**src/rtl/sphere_pixel_out.sv**
```systemverilog
// Sphere pixel output stage: delays VGA timing to match the intersection pipeline and picks the pixel colour.
// Colour updates are double-buffered and commit on the delayed vsync rising edge. Optional macro: HIT_COUNT_EN.

package graphics;
  typedef struct packed {
    logic intersects;
  } intersection_t;
endpackage

module sphere_pixel_out #(
  parameter int PIPE_LAT = 3,
  parameter int COLOR_W  = 4,
  parameter int HIT_W    = 20
) (
  input  logic                      pixel_clk,
  input  logic                      pixel_rst_n,
  input  logic                      in_de,
  input  logic                      in_hsync,
  input  logic                      in_vsync,
  input  graphics::intersection_t   intersection,
  input  logic                      color_wr,
  input  logic [3*COLOR_W-1:0]      fg_color_in,
  input  logic [3*COLOR_W-1:0]      bg_color_in,
  output logic [COLOR_W-1:0]        vga_r,
  output logic [COLOR_W-1:0]        vga_g,
  output logic [COLOR_W-1:0]        vga_b,
  output logic                      vga_hs,
  output logic                      vga_vs,
  output logic                      vga_de,
  output logic                      color_pending,
  output logic [HIT_W-1:0]          hit_count
);

  localparam int RGB_W = 3 * COLOR_W;
  localparam logic [0:0] ST_IDLE    = 1'b0;
  localparam logic [0:0] ST_PENDING = 1'b1;

  logic [PIPE_LAT-1:0] de_sr_r;
  logic [PIPE_LAT-1:0] hs_sr_r;
  logic [PIPE_LAT-1:0] vs_sr_r;
  logic                vs_q_r;
  logic                d_de_s;
  logic                d_hs_s;
  logic                d_vs_s;
  logic                vs_rise_s;

  logic [0:0]          state_r;
  logic [0:0]          state_nxt_s;
  logic [RGB_W-1:0]    act_fg_r;
  logic [RGB_W-1:0]    act_bg_r;
  logic [RGB_W-1:0]    act_fg_nxt_s;
  logic [RGB_W-1:0]    act_bg_nxt_s;
  logic [RGB_W-1:0]    shadow_fg_r;
  logic [RGB_W-1:0]    shadow_bg_r;
  logic [RGB_W-1:0]    shadow_fg_nxt_s;
  logic [RGB_W-1:0]    shadow_bg_nxt_s;
  logic [RGB_W-1:0]    pix_s;

  assign d_de_s    = de_sr_r[PIPE_LAT-1];
  assign d_hs_s    = hs_sr_r[PIPE_LAT-1];
  assign d_vs_s    = vs_sr_r[PIPE_LAT-1];
  assign vs_rise_s = d_vs_s & ~vs_q_r;

  // Timing delay lines, aligned with the intersection result at their last tap
  always_ff @(posedge pixel_clk or negedge pixel_rst_n) begin
    if (!pixel_rst_n) begin
      de_sr_r <= '0;
      hs_sr_r <= '0;
      vs_sr_r <= '0;
      vs_q_r  <= 1'b0;
    end else begin
      de_sr_r[0] <= in_de;
      hs_sr_r[0] <= in_hsync;
      vs_sr_r[0] <= in_vsync;
      for (int i = 1; i < PIPE_LAT; i++) begin
        de_sr_r[i] <= de_sr_r[i-1];
        hs_sr_r[i] <= hs_sr_r[i-1];
        vs_sr_r[i] <= vs_sr_r[i-1];
      end
      vs_q_r <= d_vs_s;
    end
  end

  // Colour FSM: a commit and a fresh shadow write can land in the same cycle
  always_comb begin
    state_nxt_s     = state_r;
    act_fg_nxt_s    = act_fg_r;
    act_bg_nxt_s    = act_bg_r;
    shadow_fg_nxt_s = shadow_fg_r;
    shadow_bg_nxt_s = shadow_bg_r;
    case (state_r)
      ST_IDLE: begin
        if (color_wr) begin
          shadow_fg_nxt_s = fg_color_in;
          shadow_bg_nxt_s = bg_color_in;
          state_nxt_s     = ST_PENDING;
        end else begin
          state_nxt_s = ST_IDLE;
        end
      end
      ST_PENDING: begin
        if (vs_rise_s) begin
          act_fg_nxt_s = shadow_fg_r;
          act_bg_nxt_s = shadow_bg_r;
          if (color_wr) begin
            shadow_fg_nxt_s = fg_color_in;
            shadow_bg_nxt_s = bg_color_in;
            state_nxt_s     = ST_PENDING;
          end else begin
            state_nxt_s = ST_IDLE;
          end
        end else if (color_wr) begin
          shadow_fg_nxt_s = fg_color_in;
          shadow_bg_nxt_s = bg_color_in;
          state_nxt_s     = ST_PENDING;
        end else begin
          state_nxt_s = ST_PENDING;
        end
      end
      default: begin
        state_nxt_s = ST_IDLE;
      end
    endcase
  end

  // Colour state registers
  always_ff @(posedge pixel_clk or negedge pixel_rst_n) begin
    if (!pixel_rst_n) begin
      state_r       <= ST_IDLE;
      act_fg_r      <= '1;
      act_bg_r      <= '0;
      shadow_fg_r   <= '0;
      shadow_bg_r   <= '0;
      color_pending <= 1'b0;
    end else begin
      state_r       <= state_nxt_s;
      act_fg_r      <= act_fg_nxt_s;
      act_bg_r      <= act_bg_nxt_s;
      shadow_fg_r   <= shadow_fg_nxt_s;
      shadow_bg_r   <= shadow_bg_nxt_s;
      color_pending <= (state_nxt_s == ST_PENDING);
    end
  end

  // Pixel colour select; blanking forces black regardless of the hit bit
  always_comb begin
    pix_s = '0;
    if (d_de_s) begin
      if (intersection.intersects) begin
        pix_s = act_fg_r;
      end else begin
        pix_s = act_bg_r;
      end
    end else begin
      pix_s = '0;
    end
  end

  // VGA output register
  always_ff @(posedge pixel_clk or negedge pixel_rst_n) begin
    if (!pixel_rst_n) begin
      vga_r  <= '0;
      vga_g  <= '0;
      vga_b  <= '0;
      vga_hs <= 1'b0;
      vga_vs <= 1'b0;
      vga_de <= 1'b0;
    end else begin
      vga_r  <= pix_s[3*COLOR_W-1 -: COLOR_W];
      vga_g  <= pix_s[2*COLOR_W-1 -: COLOR_W];
      vga_b  <= pix_s[COLOR_W-1 -: COLOR_W];
      vga_hs <= d_hs_s;
      vga_vs <= d_vs_s;
      vga_de <= d_de_s;
    end
  end

`ifdef HIT_COUNT_EN
  localparam logic [HIT_W-1:0] HIT_ONE = HIT_W'(1);

  logic [HIT_W-1:0] hit_cnt_r;
  logic [HIT_W-1:0] hit_cnt_inc_s;

  // Saturating increment; the hit in the vs_rise cycle still belongs to the closing frame
  always_comb begin
    hit_cnt_inc_s = hit_cnt_r;
    if (d_de_s && intersection.intersects && (hit_cnt_r != '1)) begin
      hit_cnt_inc_s = hit_cnt_r + HIT_ONE;
    end else begin
      hit_cnt_inc_s = hit_cnt_r;
    end
  end

  // Per-frame hit counter and latched result
  always_ff @(posedge pixel_clk or negedge pixel_rst_n) begin
    if (!pixel_rst_n) begin
      hit_cnt_r <= '0;
      hit_count <= '0;
    end else if (vs_rise_s) begin
      hit_cnt_r <= '0;
      hit_count <= hit_cnt_inc_s;
    end else begin
      hit_cnt_r <= hit_cnt_inc_s;
    end
  end
`else
  assign hit_count = '0;
`endif

endmodule

```
**config.mk**
```make
export PLATFORM = sky130hd
export DESIGN_NAME = sphere_pixel_out
export DESIGN_NICKNAME = d
export VERILOG_FILES = /design/src/rtl/sphere_pixel_out.sv
export SDC_FILE = /design/constraint.sdc
export NUM_CORES = 1
export LEC_CHECK = 0
export ABC_AREA = 0
export BUFFER_PORTS_ARGS = -buffer_cell sky130_fd_sc_hd__buf_4
export CORE_AREA = 2 2 79 74
export DETAILED_ROUTE_END_ITERATION = 12
export DIE_AREA = 0 0 81 76
export PLACE_DENSITY = 0.83
export SYNTH_ARGS = -nofsm -noshare
export SYNTH_HDL_FRONTEND = slang
export SYNTH_SLANG_ARGS = --single-unit
```
**constraint.sdc**
```tcl
create_clock -name pixel_clk -period 1.83 [get_ports pixel_clk]
set_input_delay 0.0915 -clock pixel_clk [delete_from_list [all_inputs] [get_ports pixel_clk]]
set_output_delay 0.0915 -clock pixel_clk [all_outputs]
set_load 0.02 [all_outputs]
```
=== Word-level counts from Yosys, hierarchy flattened ===
Index checks and enable logic that the tools add are counted.

* Add/sub/neg operators: 0
* Multipliers: 0
* Div/mod/pow operators: 0
* $lt $le $gt $ge: 0
* Eq/ne operators: 0
* Shift-type cells: 0
* Mux-type cells: 7
* Bitwise gates (word level): 3
* Reduce and logical (&&, ||, !) cells: 1

{| class="wikitable"
|+ Operators with widths
! cell !! number
|-
| $mux 12 || 4
|-
| $mux 1 || 2
|-
| $not 1->1 || 2
|-
| $pmux 1 s2 || 1
|-
| $reduce_and 2->1 || 1
|-
| $and 1x1->1 || 1
|}

* Register bits: 73
* Latch bits: 0
* Memory bits (writable): 0
* ROM bits: 0
* Bits of input ports: 31
* Output and inout port bits: 36
* Word-level logic and storage cells: 25
* Memories kept: 0

=== Logic depth before layout (Yosys ltp) ===
* Depth in word-level cells: 4
* Depth in mapped cells: 3

=== Least setup slack after synthesis ===
No wires, ideal clock.

* Path kind: register to register
* Start point: reg vga_vs (netlist name)
* End point: reg act_bg_r[10]
* Library setup time: 0.125 ns
* Arrival time: 1.120 ns
* Data required time: 1.705 ns
* Slack: 0.585 ns
* Cell stages (with the launch flop): 4
* Buffers on the path: 1
* Period minus slack after synthesis: 1.245 ns
* Cells stage by stage: dfrtp_1 nand3b_4 buf_6 mux2_4

{| class="wikitable"
|+ RTL lines
! element !! line !! RTL
|-
| end signal: assignment || 138 || <nowiki>act_bg_r <= act_bg_nxt_s;</nowiki>
|-
| end: declaration || 50 || <nowiki>logic [RGB_W-1:0] act_bg_r;</nowiki>
|}

==> run metrics <==
status=complete, no violations; Hold WS=0.206 ns; Area contributors post-synth=dfrtp_1 53%, dfstp_2 11%, mux2_2 11%; Final Hold Vio Count=0; FF+latch count, synth=73; final setup fails=0; Post-Syn Area=0.00289 mm^2; worst vdd ir=534 uV; post-synth cell types=14; Worst Skew=0.00777 ns; yosys warns=0; chip width=81 um; final WL=5.04 mm; r2r startpoint=vga_vs; Slew HR=0.653; end of the worst register-to-register path=act_bg_r[9]; crit path max fanout=24; clock slew seen by the registers of the worst setup and hold paths=0.07 ns; Post-DP HPWL=2.98 mm; first-pass GRT wire length=8.11 mm; crit-path max cell delay=0.46 ns; Tightest Pin Transition=0.521 ns; setup TNS=0 ns; Synth top area share=0.527; Core Area=0.00540 mm^2; worst hold path depth=3; hold path startpoint=intersection; buffer depth of the longest clock path=2; vias per inst=4.64; DRC=0; largest family of logic cells by synthesized area=multiplexers; CP Class=reg2reg; most frequent cells in the layout=61 x dfrtp_1, 46 x buf_4, 28 x mux2_2, 28 x dlygate4sd3_1; Hold EP=vga_r[0]; post-synthesis xor/xnor area fraction=0; Area Growth Syn to Fin=27.2%; largest net degree at the start of global routing=43; CP arrival=1.64 ns; Port Buf Inserts=46; share of cells above drive strength 1=0.471; nets=285; complex-gate fraction of the synthesized area=0.00259; total power=3.84 mW; Initial Util=0.536; footprint of the multi-input gates=920 um^2; most common cell after layout, fill and taps aside=dfrtp_1; Max-Cap Viols=0; Hold WC Path Type=in2reg; Reg2Reg Depth=2; Filler Cell Count=381; Gate Count Post-Synth=176; CP max-delay cell=nand3b_4; Die H=76 um; Setup crit start kind=register; TritonCTS Buffers=9; post-synth top area cell=dfrtp_1; GRT Resource Usage Total=0.184; R2R setup slack=0.41 ns; Initial DRC Count=74; Pwr per Cell Area=1040 mW/mm^2; fraction of synthesized area in multiplexers=0.254; Clock Sinks=73; crit-path cells=nand3b_4 -> mux2_4; Antenna Cells=0; Slew Viols, Final=0; H-tree Lvls=3; GPL Wtd Cong=0.697; fmax=705 MHz; full die area=0.00616 mm^2; Root Driver=clkbuf_8; Tcrit/Tclk final=0.775; Cell Rows=26; RSZ-0062 raised after global routing=false; Reg area=0.00184 mm^2; gr ovfl total=0; Detail Route Antenna Nets=0; fin crit period=1.42 ns; Routed wire per std cell=15.3 um; I/O Pins=67; Setup Fix Bufs, Post-CTS=0; antenna violations before repair=0; Resized cells post-CTS=0; Post-Synth Simple-Gate Area=0.0350; fin util=0.681; post-synthesis adder-cell area fraction=0; post-synthesis sequential area ratio=0.636; mean area per synthesized cell=16.4 um^2; DR pass1 iterations=4; TritonCTS clock tree=done; number of global-route vias before repair=1604; WP data required=2.05 ns; reported leakage power=1.77 nW; Crit. End Element=register; Clock Latency Late Sink=0.34 ns; via count=1528
## registers in the layout, indices dropped and copies added (netlist names), 3 cells and up
signal,flops
shadow_fg_r,12
act_fg_r,12
vga_b,4
vga_r,4
de_sr_r,3
shadow_bg_r,12
vga_g,4
act_bg_r,12
hs_sr_r,3
vs_sr_r,3
## critical path: cells and delay by family (launching register included)
family           cells  cell delay [ns]
AND/OR/NAND/NOR      1             0.46
multiplexers         1             0.45
flip-flops           1             0.39
## how the worst max path moves through the flow
stage	startpoint	end	slack (ns)	cells past startpoint
global placement	vga_vs	act_bg_r[9]	0.46	2
floorplan	vga_vs	act_bg_r[10]	0.59	3
CTS	vga_vs	act_bg_r[3]	0.40	2
finish	vga_vs	act_bg_r[9]	0.41	2
global route	vga_vs	act_bg_r[9]	0.34	2
detailed placement	vga_vs	act_bg_r[10]	0.42	2
## layer usage
metal	track usage	up-vias	part of all wire
met5	0	-	0
met4	0.0881	0	0.023
met3	0.0569	11	0.037
met2	0.294	43	0.53
met1	0.227	767	0.41
li1	-	707	-
## layout make-up
class,instances,share of cell area
flip-flops and latches,73,0.501
well taps,70,0.0238
multi-input cells,95,0.250
clock buffers,14,0.0469
repair buffers,75,0.175
clock inverters,2,0.00340
## synth_stat cells
| cell | instances |
|---|---|
| nand2b_1 | 1 |
| dfrtp_1 | 61 |
| mux2i_1 | 12 |
| buf_6 | 2 |
| conb_1 | 1 |
| nor2b_1 | 12 |
| a21o_1 | 1 |
| buf_2 | 1 |
| nand3b_4 | 1 |
| buf_4 | 23 |
| mux2_4 | 20 |
| mux2_2 | 28 |
| clkbuf_1 | 1 |
| dfstp_2 | 12 |
## timing repair
action / 4_1_cts / 5_1_grt
endpoints found under the hold margin: 62 / 0
hold buffers: 28 / 0
endpoints found under the setup margin: 0 / 0
## power by group
group          internal [mW]  switching [mW]
registers               1.89           0.132
clock network          0.603           0.545
logic                  0.391           0.280
## per-stage QoR
step	instance area (um^2)	worst slack (ns)	std cells
floorplan	2970	0.585	195
global placement	3210	0.455	285
detailed placement	3210	0.425	285
CTS	3680	0.400	329
global route	3680	0.343	329
finish	3680	0.412	329
## cells by family (layout without fill, tap and decap cells)
| family | count (synthesis) | count (layout) |
|---|---|---|
| DFF | 73 | 73 |
| buffers and inverters | 27 | 91 |
| muxes | 60 | 60 |
| other | 1 | 20 |
| and+or+nand+nor | 14 | 14 |
| AOI/OAI and AO/OA | 1 | 1 |
(Power assumes the default switching activity.)
